<file path="config.mk">
export PLATFORM = sky130hd
export DESIGN_NAME = uart_tx_ext
export DESIGN_NICKNAME = d
export VERILOG_FILES = /design/src/rtl/uart_tx_ext.sv
export SDC_FILE = /design/constraint.sdc
export NUM_CORES = 1
export LEC_CHECK = 0
export CAP_MARGIN = 20
export CORE_MARGIN = 5
export CORE_UTILIZATION = 64
export CTS_BUF_LIST = sky130_fd_sc_hd__clkbuf_2 sky130_fd_sc_hd__clkbuf_4 sky130_fd_sc_hd__clkbuf_8
export DETAILED_ROUTE_END_ITERATION = 6
export PLACE_DENSITY_LB_ADDON = 0.2
export SLEW_MARGIN = 25
export SYNTH_ARGS = -nofsm -noshare
export SYNTH_HDL_FRONTEND = slang
export SYNTH_SLANG_ARGS = --single-unit
</file>
<file path="constraint.sdc">
create_clock -name clk -period 6.7 [get_ports clk]
set_clock_uncertainty 0.2 [all_clocks]
set_input_delay 1.005 -clock clk [delete_from_list [all_inputs] [get_ports clk]]
set_output_delay 1.005 -clock clk [all_outputs]
set_load 0.02 [all_outputs]
</file>
<file path="src/rtl/uart_tx_ext.sv">
// rtl/uart_tx_ext.sv - UART transmitter with prescale, optional parity and one or two stop bits
// All frame settings are captured at acceptance so inputs may change freely mid-frame.
module uart_tx_ext #(
  parameter int DATA_WIDTH     = 8,
  parameter int PRESCALE_WIDTH = 16,
  parameter bit LSB_FIRST      = 1'b1
) (
  input  logic                      clk,
  input  logic                      rst,
  input  logic [DATA_WIDTH-1:0]     p_data,
  input  logic                      data_valid,
  input  logic                      par_en,
  input  logic                      par_typ,
  input  logic                      stop2,
  input  logic [PRESCALE_WIDTH-1:0] prescale,
  output logic                      tx_out,
  output logic                      busy,
  output logic                      done
);

  localparam int BW = $clog2(DATA_WIDTH + 1);

  typedef enum logic [2:0] {
    S_IDLE,
    S_START,
    S_DATA,
    S_PARITY,
    S_STOP
  } state_t;

  state_t                    r_state;
  logic [DATA_WIDTH-1:0]     r_data;
  logic [DATA_WIDTH-1:0]     r_shift;
  logic                      r_par_en;
  logic                      r_par_typ;
  logic                      r_stop2;
  logic                      r_stop_extra;
  logic [PRESCALE_WIDTH-1:0] r_reload;
  logic [PRESCALE_WIDTH-1:0] r_cnt;
  logic [BW-1:0]             r_bit_cnt;
  logic                      r_tx;
  logic                      r_busy;
  logic                      r_done;

  logic [PRESCALE_WIDTH-1:0] w_reload_in;
  logic                      w_bit_end;
  logic                      w_next_bit;
  logic [DATA_WIDTH-1:0]     w_shifted;
  logic                      w_parity;

  // A prescale of zero behaves as one cycle per bit.
  assign w_reload_in = (prescale == '0) ? '0 : prescale - PRESCALE_WIDTH'(1);
  assign w_bit_end   = (r_cnt == '0);
  assign w_next_bit  = LSB_FIRST ? r_shift[0] : r_shift[DATA_WIDTH-1];
  assign w_shifted   = LSB_FIRST ? (r_shift >> 1) : (r_shift << 1);
  assign w_parity    = (^r_data) ^ r_par_typ;

  always_ff @(posedge clk or posedge rst) begin
    if (rst) begin
      r_state      <= S_IDLE;
      r_data       <= '0;
      r_shift      <= '0;
      r_par_en     <= 1'b0;
      r_par_typ    <= 1'b0;
      r_stop2      <= 1'b0;
      r_stop_extra <= 1'b0;
      r_reload     <= '0;
      r_cnt        <= '0;
      r_bit_cnt    <= '0;
      r_tx         <= 1'b1;
      r_busy       <= 1'b0;
      r_done       <= 1'b0;
    end else begin
      r_done <= 1'b0;
      if (!w_bit_end) begin
        r_cnt <= r_cnt - PRESCALE_WIDTH'(1);
      end
      case (r_state)
        S_IDLE: begin
          r_tx   <= 1'b1;
          r_busy <= 1'b0;
          if (data_valid) begin
            r_data    <= p_data;
            r_shift   <= p_data;
            r_par_en  <= par_en;
            r_par_typ <= par_typ;
            r_stop2   <= stop2;
            r_reload  <= w_reload_in;
            r_cnt     <= w_reload_in;
            r_bit_cnt <= '0;
            r_tx      <= 1'b0;
            r_busy    <= 1'b1;
            r_state   <= S_START;
          end
        end
        S_START: begin
          if (w_bit_end) begin
            r_tx      <= w_next_bit;
            r_shift   <= w_shifted;
            r_bit_cnt <= BW'(1);
            r_cnt     <= r_reload;
            r_state   <= S_DATA;
          end
        end
        S_DATA: begin
          if (w_bit_end) begin
            r_cnt <= r_reload;
            if (r_bit_cnt == BW'(DATA_WIDTH)) begin
              if (r_par_en) begin
                r_tx    <= w_parity;
                r_state <= S_PARITY;
              end else begin
                r_tx         <= 1'b1;
                r_stop_extra <= r_stop2;
                r_state      <= S_STOP;
              end
            end else begin
              r_tx      <= w_next_bit;
              r_shift   <= w_shifted;
              r_bit_cnt <= r_bit_cnt + BW'(1);
            end
          end
        end
        S_PARITY: begin
          if (w_bit_end) begin
            r_tx         <= 1'b1;
            r_cnt        <= r_reload;
            r_stop_extra <= r_stop2;
            r_state      <= S_STOP;
          end
        end
        S_STOP: begin
          r_tx <= 1'b1;
          if (w_bit_end) begin
            if (r_stop_extra) begin
              r_stop_extra <= 1'b0;
              r_cnt        <= r_reload;
            end else begin
              r_busy  <= 1'b0;
              r_done  <= 1'b1;
              r_state <= S_IDLE;
            end
          end
        end
        default: begin
          r_tx    <= 1'b1;
          r_busy  <= 1'b0;
          r_state <= S_IDLE;
        end
      endcase
    end
  end

  assign tx_out = r_tx;
  assign busy   = r_busy;
  assign done   = r_done;

endmodule

</file>
==> metrics.yaml <==
cp-start-kind: "input port"
die-area_mm2: 0.00723
gr-usage-all-layers_pct: 23.9
dp_hpwl_um: 5510
setup_violations: 0
cts_hold_buffers: 0
clockRootBuffer: "clkbuf_8"
period_needed_ps: 3540
viasPerCell: 6.24
die_y_um: 85.0
ys_ff_latch: 62
cts_htree_levels: 3
maxCapViolations: 0
synth_edf_count: 0
grt_pass1_vias: 2958
met2_usage_pct: 37.7
power_density_mw_per_mm2: 406
synth_commonest_cells: "dfrtp_1 (61), nand2_1 (53), nor2_1 (22), o21ai_0 (19), xnor2_1 (14)"
post_cts_buffers: 0
cp-end-kind: "register"
wl_um: 7950
dieWidth_um: 85.0
yosysMostFrequentCell: "dfrtp_1"
crit_required_ps: 6700
cp_slowest_cell: "o31ai_4"
syn2layout_area_growth_pct: 16.8
setup_tns_ps: 0
power_mw: 1.71
crit_arrival_ps: 3540
worst-path-buf-inv: 1
path_cells: "clkdlybuf4s50_1 -> nor4_4 -> nand3b_2 -> o31ai_4 -> o22ai_1 -> or4b_1"
grt_busiest_layer: "met2"
worstSetupPathType: "input port to register"
syn_avg_cell_area_um2: 9.68
nFillCells: 385
ys.flop_type: "dfrtp_1"
dr.pass1.iters: 5
hold_class: "register to register"
maxSlewHeadroom_pct: 33.6
syn-num-nets: 407
row_count: 27
antenna_found_initial: 0
port_buffers: 32
vdd_drop_max_v: 0.000263
hold_start: "r_reload[2]"
r2r-end: "r_shift[6]"
overflow: 0
crit_fanout: 19
ios: 33
yosys.area.top_type: "dfrtp_1"
clock_latency_ps: 340
use_met1_pct: 32.7
path_clk_slew_ps: 70
r2r-start: "r_cnt[0]"
cts_tree: "yes"
slew_violations: 0
initial_core_util_pct: 65.8
n_antenna_cell: 0
cpPeakStageDelay_ps: 720
cts_resized: 0
whs_endpoint: "r_reload[2]"
cts_sinks: 62
synth_area_leaders: "dfrtp_1 (42%), nand2_1 (5.5%), xnor2_1 (3.4%)"
grtUsageMet3_pct: 4.47
synthArstFlopShare_pct: 100
tightest_slew_ps: 993
drive_gt1_share_pct: 10.8
synthesis.area_mm2: 0.00360
grt_first_pass_wirelength_um: 13900
vias: 2993
grt_max_degree: 63
rrSetupSlack_ps: 3360
yosys.area.top_type_share_pct: 42.4
finalHoldViolCount: 0
outcome: "finished clean"
rr_worst_depth: 7
cts_max_path_buffers: 2
p_leak_nw: 1.78
grt_setup_unrepaired: "false"
detail_route.wl_per_cell_um: 16.6
whs_path_depth: 1
cts_buffers: 9
netlist_instances: 372
crit_family: "simple AND/OR/NAND/NOR gates"
place_congestion: 0.852
ant_nets: 0
final_nets: 438
seq_area_frac_synth_pct: 43.1
drc_errors: 0
ys_warn_count: 0
design.core.area_mm2: 0.00547
drt_iter0_markers: 283
max_clock_freq_mhz: 283
synth.distinct_cells: 63
post-route-period-util_pct: 52.8
==> cells by family (layout without fill, tap and decap cells) <==
kind of cell | Yosys count | in the layout | synth area share [%]
flops | 62 | 62 | 43.1
simple gates | 139 | 139 | 20.8
buf+inv | 26 | 62 | 2.88
fa+ha+maj | 5 | 5 | 1.74
compound gates | 96 | 96 | 19.0
xor+xnor | 23 | 23 | 5.98
mux | 21 | 21 | 6.43
==> placed cells by master, fill, tap and decap left out, drive strengths merged, types with 2 or more instances in the layout <==
cell and count:
a221o 8, clkdlybuf4s50 32, nor2 22, nor3b 2
a21oi 14, o22ai 5, dfrtp 61, o21a 2
nand3b 5, clkinvlp 2, buf 3, or4 5
a211o 3, ha 5, a211oi 3, o31ai 9
o21ai 20, nand4 5, inv 11, or3 6
xnor2 14, bufinv 2, mux2i 4, clkbuf 11
nor4 8, nand2 53, o211ai 5, nor2b 3
nor3 8, a21o 12, xor2 8, nand3 9
a21boi 2, nand2b 5, mux2 17, a31oi 3
==> how the worst max path moves through the flow <==
| stage | slack (ps) | start | cells past startpoint | endpoint |
|---|---|---|---|---|
| floorplan | 3810 | prescale[12] | 5 | r_cnt[0] |
| global placement | 2890 | prescale[4] | 6 | r_cnt[0] |
| detailed placement | 2820 | prescale[4] | 6 | r_cnt[0] |
| CTS | 3140 | prescale[4] | 6 | r_cnt[0] |
| global route | 2980 | prescale[4] | 6 | r_cnt[0] |
| finish | 3160 | prescale[4] | 6 | r_cnt[0] |
==> flip-flops by register name, summed over array words and instances (netlist names) <==
signal,cells
busy,1
done,1
r_bit_cnt,4
r_cnt,16
r_data,8
r_par_en,1
r_par_typ,1
r_reload,16
r_shift,8
r_state,3
r_stop2,1
r_stop_extra,1
tx_out,1
==> routing by layer <==
metal,vias up,wire [um]
met4,0,133
met3,13,563
met5,-,0
met2,107,3760
li1,1436,-
met1,1437,3490
==> cell type report <==
| type | instances | area (um^2) | share of cell area [%] |
|---|---|---|---|
| multi-input combinational | 284 | 1960 | 46.5 |
| clock buffer | 11 | 139 | 3.30 |
| inverter | 11 | 41.3 | 0.982 |
| clock inverter | 5 | 83.8 | 1.99 |
| sequential | 62 | 1550 | 36.9 |
| tap | 72 | 90.1 | 2.14 |
| timing repair buffer | 35 | 343 | 8.15 |
==> through the flow <==
stage | util (%) | worst slack (ps) | cell area, um^2 | hold WS, ps | std cells
floorplan | - | 3810 | 3600 | 246 | 372
global placement | 72.7 | 2890 | 3980 | 258 | 464
detailed placement | 72.7 | 2820 | 3980 | 265 | 464
CTS | 76.7 | 3140 | 4200 | 285 | 480
global route | 76.9 | 2980 | 4210 | 305 | 480
finish | 76.9 | 3160 | 4210 | 283 | 480
==> where the power goes <==
| part | leakage [nW] | switching [mW] | internal [mW] |
|---|---|---|---|
| logic | 0.903 | 0.321 | 0.332 |
| registers | 0.770 | 0.149 | 0.538 |
| clock network | 0.107 | 0.150 | 0.218 |
| total | 1.78 | 0.620 | 1.09 |
No activity file was read; power rests on OpenSTA's default activity.
